### src/rtl/multicycle_ctrl.sv
// Multicycle CPU control FSM: IF/ID/EX/MEM/HALT sequencing, ID-stage decode, retired-instruction count.
// Optional MEM_WAIT_EN: lw/sw hold MEM until mem_ready; otherwise MEM is always one cycle.
module multicycle_ctrl #(
  parameter int unsigned OPW      = 4,
  parameter int unsigned ALUW     = 3,
  parameter int unsigned CNTW     = 16,
  parameter int unsigned SKIP_MEM = 1
) (
  input  logic            clock,
  input  logic            reset,
  input  logic            run,
  input  logic [OPW-1:0]  opcode,
  input  logic            mem_ready,
  output logic [1:0]      pc_ctrl,
  output logic            reg_write,
  output logic            reg_dst,
  output logic            alu_src,
  output logic            branch,
  output logic            jump,
  output logic            mem_write,
  output logic            mem_read,
  output logic            mem_to_reg,
  output logic [ALUW-1:0] alu_sel,
  output logic [2:0]      state,
  output logic            illegal,
  output logic [CNTW-1:0] instr_count
);

  typedef enum logic [2:0] {
    StIf   = 3'd0,
    StId   = 3'd1,
    StEx   = 3'd2,
    StMem  = 3'd3,
    StHalt = 3'd4
  } state_e;

  typedef enum logic [2:0] {
    ClsNone, ClsAlu, ClsLoad, ClsStore, ClsBranch, ClsJump
  } class_e;

  typedef struct packed {
    logic            reg_dst;
    logic            alu_src;
    logic [ALUW-1:0] alu_sel;
    logic            reg_write;
    logic            mem_read;
    logic            mem_write;
    logic            mem_to_reg;
    logic            branch;
    logic            jump;
  } ctrl_t;

  localparam logic [ALUW-1:0] AluSub = ALUW'(1);
  localparam logic [ALUW-1:0] AluSlt = ALUW'(2);
  localparam logic [ALUW-1:0] AluAnd = ALUW'(4);

  state_e          state_q, state_d;
  class_e          class_q, class_d, dec_class;
  logic            illegal_q, illegal_d;
  logic [CNTW-1:0] count_q, count_d;
  logic [OPW-1:0]  op_hi;
  logic            dec_legal, dec_halt;
  ctrl_t           dec, ctrl;

  assign op_hi = opcode >> 4;

  always_comb begin
    dec       = '0;
    dec_class = ClsNone;
    dec_legal = 1'b0;
    dec_halt  = 1'b0;
    if (op_hi == '0) begin
      dec_legal = 1'b1;
      case (opcode[3:0])
        4'd0: begin dec.reg_dst = 1'b1; dec.reg_write = 1'b1; dec_class = ClsAlu; end
        4'd1: begin
          dec.reg_dst = 1'b1; dec.reg_write = 1'b1; dec.alu_sel = AluSub; dec_class = ClsAlu;
        end
        4'd2: begin
          dec.reg_dst = 1'b1; dec.reg_write = 1'b1; dec.alu_sel = AluSlt; dec_class = ClsAlu;
        end
        4'd3: begin
          dec.alu_src = 1'b1; dec.reg_write = 1'b1; dec.mem_read = 1'b1;
          dec.mem_to_reg = 1'b1; dec_class = ClsLoad;
        end
        4'd4: begin dec.alu_src = 1'b1; dec.mem_write = 1'b1; dec_class = ClsStore; end
        4'd5: begin dec.alu_sel = AluSub; dec.branch = 1'b1; dec_class = ClsBranch; end
        4'd6: begin dec.alu_src = 1'b1; dec.reg_write = 1'b1; dec_class = ClsAlu; end
        4'd7: begin
          dec.alu_src = 1'b1; dec.reg_write = 1'b1; dec.alu_sel = AluAnd; dec_class = ClsAlu;
        end
        4'd8, 4'd9, 4'd10: begin dec.jump = 1'b1; dec_class = ClsJump; end
        4'd15: dec_halt = 1'b1;
        default: dec_legal = 1'b0;
      endcase
    end
  end

  always_comb begin
    state_d   = state_q;
    class_d   = class_q;
    illegal_d = illegal_q;
    count_d   = count_q;
    pc_ctrl   = 2'd0;
    ctrl      = '0;
    unique case (state_q)
      StId: begin
        ctrl = dec;
        if (dec_halt || !dec_legal) begin
          state_d   = StHalt;
          class_d   = ClsNone;
          illegal_d = illegal_q | ~dec_legal;
        end else begin
          state_d = StEx;
          class_d = dec_class;
          count_d = count_q + CNTW'(1);
        end
      end
      StEx: state_d = (SKIP_MEM != 0 && class_q == ClsAlu) ? StIf : StMem;
      StMem: begin
`ifdef MEM_WAIT_EN
        if ((class_q == ClsLoad || class_q == ClsStore) && !mem_ready) begin
          state_d = StMem;
        end else begin
          pc_ctrl = 2'd2;
          state_d = StIf;
        end
`else
        pc_ctrl = 2'd2;
        state_d = StIf;
`endif
      end
      StHalt: state_d = StHalt;
      // IF, plus the unreachable encodings 5-7 which behave as IF
      default: begin
        if (run) begin
          pc_ctrl = 2'd1;
          state_d = StId;
        end else begin
          state_d = StIf;
        end
      end
    endcase
    if (reset) begin
      pc_ctrl = 2'd0;
      ctrl    = '0;
    end
  end

`ifndef MEM_WAIT_EN
  logic unused_mem_ready;
  assign unused_mem_ready = mem_ready;
`endif

  always_ff @(posedge clock) begin
    if (reset) begin
      state_q   <= StIf;
      class_q   <= ClsNone;
      illegal_q <= 1'b0;
      count_q   <= '0;
    end else begin
      state_q   <= state_d;
      class_q   <= class_d;
      illegal_q <= illegal_d;
      count_q   <= count_d;
    end
  end

  assign reg_dst     = ctrl.reg_dst;
  assign alu_src     = ctrl.alu_src;
  assign alu_sel     = ctrl.alu_sel;
  assign reg_write   = ctrl.reg_write;
  assign mem_read    = ctrl.mem_read;
  assign mem_write   = ctrl.mem_write;
  assign mem_to_reg  = ctrl.mem_to_reg;
  assign branch      = ctrl.branch;
  assign jump        = ctrl.jump;
  assign state       = state_q;
  assign illegal     = illegal_q;
  assign instr_count = count_q;

endmodule

### config.mk
export PLATFORM = sky130hd
export DESIGN_NAME = multicycle_ctrl
export DESIGN_NICKNAME = d
export VERILOG_FILES = /design/src/rtl/multicycle_ctrl.sv
export SDC_FILE = /design/constraint.sdc
export NUM_CORES = 1
export LEC_CHECK = 0
export BUFFER_PORTS_ARGS = -buffer_cell sky130_fd_sc_hd__buf_2
export CORE_MARGIN = 2
export CORE_UTILIZATION = 54
export CTS_CLUSTER_SIZE = 25
export DETAILED_ROUTE_END_ITERATION = 8
export HOLD_SLACK_MARGIN = 0.08
export PLACE_DENSITY = 0.88
export SYNTH_ARGS = -nofsm -noshare
export SYNTH_HDL_FRONTEND = slang
export SYNTH_SLANG_ARGS = --single-unit
### constraint.sdc
create_clock -name clock -period 5.2 [get_ports clock]
set_input_delay 0.78 -clock clock [delete_from_list [all_inputs] [get_ports clock]]
set_output_delay 0.78 -clock clock [all_outputs]
set_load 0.02 [all_outputs]
==> results by group, run 1 <==
Die
  – DIE AREA: 2940 µm²
  – Initial Util: 0.560
  – Die height: 54.2 µm
  – Die Wd: approximately 54 µm
  – Ports: between 40 and 50
  – FP Rows: 18
  – Core Area: 2430 µm²

Run status
  – Status: finished clean

Clocking
  – Clock net sink count: 23
  – Clock root cell: clkbuf_4
  – TritonCTS clock tree: built
  – Clk slew on worst S/H paths: 0.13 ns
  – CTS Buf Count: 3
  – CTS Buffer Depth: 2
  – Htree depth: 1
  – Worst-Skew Late Latency: 0.32 ns
  – Post-CTS Setup Inserts: 0
  – Post-cts gate resize count: 0
  – Post-CTS Hold Fix Bufs: 0

GRT
  – Largest net degree at the start of global routing: 33
  – GRT Total Usage: 0.207
  – GRT overflow: 0
  – Initial antenna violation count: 0
  – Global-route wire length before repair: 4.50 mm
  – Vias in the first global route: 1,052

Worst setup path
  – Critical-path cell list: buf_2 -> a21o_1 -> nor4_1 -> nor2b_1 -> buf_2
  – Flop-to-flop setup slack: approximately 3.2 ns
  – Crit Path Max Fanout: 14
  – Crit path top cell by count: buf_2
  – CP peak stage delay: around 0.50 ns
  – Startpoint class of the critical path: input pin
  – Worst path slowest cell: nor4_1
  – Crit Path Class: in -> out
  – Worst Setup SP: opcode[0]
  – Crit. End Element: output pin
  – Critical Path RT: 4.42 ns
  – Worst Path Arrival: 2.22 ns
  – Worst reg2reg path startpoint: state[0]

Synthesis
  – Register area share after synthesis: 0.338
  – Syn_area_per_cell: 8.79 µm²
  – Synth unique cells: 44
  – Post-synth ARST share: 0
  – Synth Register Bits: 23
  – Ys flop type: dfxtp_1
  – Post-Syn Nets: 164
  – Cell area after synthesis: 1360 µm²
  – Cells after Synth: 155
  – Synth warn: 0
  – Post-synth EDFFs: 0

Route
  – Wire per inst: 13.8 µm
  – Via count: 1,250
  – Drt first-iter violations: 37
  – Drt pass-1 iters: 4
  – Post-DRT Antenna Nets: 0
  – DRC violations left: 0
  – Via density: 5.73
  – Final WL: 3.00 mm

Layout
  – Design area: between 1500 and 2000 µm²
  – Layout cells sized above 1: 0.277
  – Commonest non-fill, non-tap cell in the layout: buf_2
  – Fill cells: between 200 and 250
  – Area grow syn2layout: 15.2%
  – ANT cells: 0
  – Register Area: roughly 460 µm²
  – Commonest non-fill, non-tap cells in the layout: 39 x buf_2, 24 x nor2_1, 23 x dfxtp_1, 10 x xnor2_1, 9 x nand3_1
  – Fin nets: 198
  – Multi-input gate area: between 800 and 900 µm²

Power
  – Leak pwr: 0.000617 µW
  – Pwr dens: 215 nW/µm²
  – Max VDD drop: 0.000124 V

Run
  – Maximum capacitance violations: 0

Timing
  – RSZ-0062 raised after global routing: no
  – Max Freq: between 300 and 400 MHz
  – Slew Limit Fails: 0
  – Setup tns final: 0 ns
  – Final-report hold violation count: 0
  – Worst-margin pin slew: 0.718 ns
  – Final Cycle Share: 0.576
  – Fin crit period: 3.00 ns
  – Final number of setup-violating endpoints: 0
  – Slew Limit Headroom: 0.521
  – Clk_skew: 0.00576 ns

Placed design
  – Port Buf Inserts: 39
  – Placer Congestion: 0.802
  – DP Wirelength: approximately 2.2 mm
  – Post-DP Area: around 1500 µm²

Hold path
  – HP Start: illegal
  – HP Class: reg -> reg
==> metal layers <==
metal | vias to the layer above | share of wire | global-route usage
met3 | 5 | 0.034 | 0.0246
met2 | 29 | 0.52 | 0.376
met1 | 595 | 0.44 | 0.238
met5 | - | 0 | 0
met4 | 0 | 0.013 | 0.100
li1 | 621 | - | -
==> power breakdown <==
part           internal, µW  switching, µW  leakage (µW)
clock                  30.0           56.2     0.0000150
sequential              182           7.40      0.000186
combinational          21.4           40.4      0.000416
total                   233            104      0.000617
==> flip-flops by register name (all words and copies together) (netlist names) <==
register	cells
instr_count	16
illegal	1
state	3
class_q	3
==> cells by family after synthesis <==
kind of cell             synth area share
adder cells (fa/ha/maj)           0.00918
flip-flops                          0.338
AND/OR/NAND/NOR                     0.295
buffers and inverters              0.0432
multiplexers                       0.0404
XOR/XNOR                           0.0643
AO/OA/AOI/OAI                       0.210
==> through the flow <==
step           hold WS (ns)  std cells  setup WS [ns]  utilization  power [µW]
5_1_grt               0.527        218           2.10        0.646         350
6_report              0.491        218           2.20        0.646         337
2_1_floorplan         0.439        155           2.04            -         242
3_5_place_dp          0.464        214           2.21        0.635         255
3_3_place_gp          0.446        214           2.25        0.635         252
4_1_cts               0.494        218           2.20        0.646         339
==> cells in the mapped netlist, types with 4 or more instances <==
library cell,count,area [µm²]
a2111oi_4,4,110
nand2b_1,4,25.0
nand2_1,8,30.0
xnor2_1,10,87.6
dfxtp_1,23,460
o21ai_0,4,20.0
nor2b_1,6,37.5
nor2_1,24,90.1
clkbuf_1,5,18.8
and2_1,4,25.0
a21oi_1,5,25.0
nor3_1,4,20.0
nand3_1,9,45.0
==> worst max-delay path: cells and delay by family <==
kind,cells,cell delay (ns)
buffers and inverters,2,0.31
and+or+nand+nor,2,0.68
AOI/OAI and AO/OA,1,0.44
==> cell type report <==
type / count / share of cell area
Sequential cell: 23 / 0.293
Timing Repair Buffer: 39 / 0.124
Tap cell: 30 / 0.0239
Multi-Input combinational cell: 120 / 0.537
Inverter: 2 / 0.00478
Clock buffer: 4 / 0.0167
==> worst paths after layout <==
path / to / depth (start not counted)
setup / recovery: reg_dst / 5
hold / removal: illegal / 2
hold reg to reg: illegal / 2
setup reg to reg: instr_count[15] / 4
Note: power is estimated with default switching activity, not from simulation.
==> inputs of run 2 (changes only) <==
--- a/config.mk
+++ b/config.mk
@@ -5,13 +5,14 @@
 export SDC_FILE = /design/constraint.sdc
 export NUM_CORES = 1
 export LEC_CHECK = 0
+export ABC_AREA = 1
 export BUFFER_PORTS_ARGS = -buffer_cell sky130_fd_sc_hd__buf_2
 export CORE_MARGIN = 2
-export CORE_UTILIZATION = 54
+export CORE_UTILIZATION = 45
 export CTS_CLUSTER_SIZE = 25
 export DETAILED_ROUTE_END_ITERATION = 8
 export HOLD_SLACK_MARGIN = 0.08
-export PLACE_DENSITY = 0.88
+export PLACE_DENSITY = 0.8
 export SYNTH_ARGS = -nofsm -noshare
 export SYNTH_HDL_FRONTEND = slang
 export SYNTH_SLANG_ARGS = --single-unit
==> constraint.sdc (replaced) <==
create_clock -name clock -period 2.5 [get_ports clock]
set_input_delay 0.375 -clock clock [delete_from_list [all_inputs] [get_ports clock]]
set_output_delay 0.375 -clock clock [all_outputs]
set_load 0.02 [all_outputs]
==> run 2 against run 1 <==
Effect of this change:
- global-route usage down 2.6 points
- sequential power up 110%
- critical path depth up 2
==> results by group, run 2 <==
Run status
  – Status: finished clean

Worst setup path
  – Flop-to-flop setup slack: 0.95 ns (-2.21 ns)
  – Worst Path Arrival: 1.69 ns (-0.53 ns)
  – Critical Path RT: 2.12 ns (-2.30 ns)
  – R2r endpoint: instr_count[14]
  – Worst Reg-to-Reg Cells: 8 (+4)
  – Crit path top cell by count: nand2_1
  – Worst reg2reg path startpoint: instr_count[0]
  – Crit. End Element: output pin
  – CP peak stage delay: 0.44 ns (-0.06 ns)
  – Crit Path Max Fanout: 6 (-8)
  – Startpoint class of the critical path: flop
  – CP top delay family: simple AND/OR/NAND/NOR gates
  – Worst path bufs/invs: 2 (unchanged)
  – Worst path slowest cell: dfxtp_1
  – Crit Path Class: reg -> out
  – Critical-path cell list: nand2_2 -> nor2_4 -> nand2_1 -> inv_1 -> nand2_1 -> nor4_1 -> buf_2

Timing
  – Final-report hold violation count: 0 (unchanged)
  – Fin crit period: 2.07 ns
  – Slew Limit Fails: 0 (unchanged)
  – Slew Limit Headroom: 0.769 (+0.247)
  – Worst setup margin: 0.433 ns (-1.77 ns)
  – Worst hold slack: 0.345 ns (-0.146 ns)
  – Clk_skew: 0.00197 ns (-0.00379 ns)
  – RSZ-0062 raised after global routing: no
  – Final number of setup-violating endpoints: 0 (unchanged)
  – Worst-margin pin slew: 0.347 ns (-0.371 ns)
  – Max Freq: 484 MHz
  – Final Cycle Share: 0.827
  – Setup tns final: 0 ns (unchanged)

Clocking
  – CTS Buf Count: 3 (unchanged)
  – Clk slew on worst S/H paths: 0.12 ns (about the same)
  – Clock root cell: clkbuf_4
  – Post-CTS Setup Inserts: 0 (unchanged)
  – Post-CTS Hold Fix Bufs: 0 (unchanged)
  – Htree depth: 1 (unchanged)
  – Worst-Skew Late Latency: 0.31 ns (about the same)
  – Clock net sink count: 23 (unchanged)
  – Post-cts gate resize count: 0 (unchanged)
  – TritonCTS clock tree: built
  – CTS Buffer Depth: 2 (unchanged)

Die
  – Die height: 57.1 µm (+5.3%)
  – FP Rows: 19 (+1)
  – Initial Util: 0.468 (-0.0920)
  – Die Wd: 57.1 µm (+5.3%)
  – Core Area: 2710 µm² (+11%)
  – Ports: 41 (unchanged)
  – DIE AREA: 3260 µm² (+11%)

Placed design
  – Inst Count DP: 265 (+24%)
  – Placer Congestion: 0.855 (+6.7%)
  – Pre-CTS WS: 0.785 ns (-1.42 ns)
  – Port Buf Inserts: 39 (unchanged)
  – DP Wirelength: 2.14 mm (-3.3%)

Power
  – Leak pwr: 0.000737 µW (+19%)
  – Max VDD drop: 0.000260 V (+110%)
  – Pwr dens: 442 nW/µm² (+110%)

GRT
  – Global-route wire length before repair: 4.78 mm (+6.3%)
  – GRT overflow: 0 (unchanged)
  – Initial antenna violation count: 0 (unchanged)
  – GRT Total Usage: 0.181 (-0.0261)
  – Vias in the first global route: 1,123 (+6.7%)
  – Largest net degree at the start of global routing: 16 (-52%)

Route
  – Met2 WL: 1.22 mm (-21%)
  – Drt first-iter violations: 35 (-5.4%)
  – Final WL: 2.68 mm (-11%)
  – Metal3 WL: 110 µm (+8.9%)
  – DRC violations left: 0 (unchanged)
  – Wire per inst: 9.96 µm (-28%)
  – Post-DRT Antenna Nets: 0 (unchanged)
  – Via count: 1,336 (+6.9%)
  – Via density: 4.97 (-13%)
  – Drt pass-1 iters: 4 (unchanged)
  – M1 WL: 1.32 mm (+0.53%)
  – Highest Signal Layer: met4

Hold path
  – HP Start: run
  – Hold EP: state[0]
  – Hold Path Stages: 3 (+1)
  – HP Class: in -> reg

Synthesis
  – Yosys top cell area share: 0.363 (+0.0250)
  – Cell accounting for the most synthesized area: dfxtp_1
  – Register area share after synthesis: 0.363 (+0.0250)
  – Most common cell in the netlist: nand2_1
  – Cells after Synth: 198 (+28%)
  – Synth unique cells: 25 (-43%)
  – Synth warn: 0 (unchanged)
  – Synth Register Bits: 23 (unchanged)
  – Cell area after synthesis: 1270 µm² (-6.9%)
  – Post-Syn Nets: 207 (+26%)
  – Post-synth ARST share: 0 (unchanged)
  – Ys flop type: dfxtp_1
  – Top cells by count, synth: 49 x nand2_1, 40 x nor2_1, 23 x dfxtp_1
  – Post-synth EDFFs: 0 (unchanged)
  – Top cells by area, synth: dfxtp_1 36%, nand2_1 14%, nor2_1 12%, nand3_1 7.5%, a21oi_1 6.7%
  – Syn_area_per_cell: 6.41 µm² (-27%)

Layout
  – Largest register FFs: 16 (unchanged)
  – ANT cells: 0 (unchanged)
  – Area grow syn2layout: 19.0%
  – Commonest non-fill, non-tap cells in the layout: 49 x nand2_1, 40 x nor2_1, 39 x buf_2, 23 x dfxtp_1
  – Final Util: 0.557 (-0.0883)
  – Commonest non-fill, non-tap cell in the layout: nand2_1
  – Layout cells sized above 1: 0.231 (-0.0455)
  – Fin nets: 248 (+25%)
  – Final cell count without fillers: 269 (+23%)

Run
  – Maximum capacitance violations: 0 (unchanged)
==> run 2: cell count changes in the layout (fill, tap and decap cells not counted), sizes merged, moves of 6 or more <==
cell   change
inv       +18
nand3     +10
xnor2      -9
nand2     +45
nor2b      -6
nor2      +21
a21oi     +13
==> run 2: how the worst max path moves through the flow <==
stage          slack [ns]  startpoint         end  cells past startpoint
6_report             0.43    state[0]  alu_sel[1]                      7
2_1_floorplan        0.48    state[0]  alu_sel[1]                      6
3_3_place_gp         0.81    state[0]  alu_sel[1]                      7
4_1_cts              0.41    state[0]  alu_sel[1]                      7
3_5_place_dp         0.79    state[0]  alu_sel[1]                      7
5_1_grt              0.24    state[0]  alu_sel[1]                      7
==> run 2: layout make-up <==
cell class / count / area, µm²
tap: 31 / 38.8
clock buffer: 3 / 22.5
multi-input combinational: 151 / 706
timing repair buffer: 40 / 203
inverter: 20 / 75.1
fill: 291 / 1200
sequential: 23 / 460
clock inverter: 1 / 5.00
==> run 2: worst reg2reg max path, stage by stage (launching register included) <==
cell,delay (ns)
dfxtp_1,0.44
ha_1,0.22
nand3_1,0.19
nor2_1,0.14
nand2_1,0.06
nor2_1,0.22
nand3_1,0.11
nand2_1,0.07
nor2_1,0.04
==> run 2: cell families after synthesis <==
kind of cell	synth area share
adders and majority gates	0.00986
and+or+nand+nor	0.438
AOI/OAI and AO/OA	0.102
xor gates and xnor gates	0.00690
DFF	0.363
buffers and inverters	0.0809
==> run 2: power breakdown <==
group	switching (µW)	internal (µW)
Clock	109	59.7
Combinational	76.5	34.0
Sequential	11.3	377
Total	197	471
==> run 2: through the flow <==
| step | power, µW | cell area, µm² |
|---|---|---|
| detailed placement | 508 | 1480 |
| CTS | 680 | 1510 |
| global route | 707 | 1510 |
| finish | 667 | 1510 |
| floorplan | 476 | 1270 |
| global placement | 506 | 1480 |
==> run 2: routing by layer <==
metal | global-route usage | up-vias
met5 | 0 | -
met4 | 0.0598 | 0
met3 | 0.0227 | 4
met2 | 0.294 | 26
met1 | 0.249 | 593
li1 | - | 713
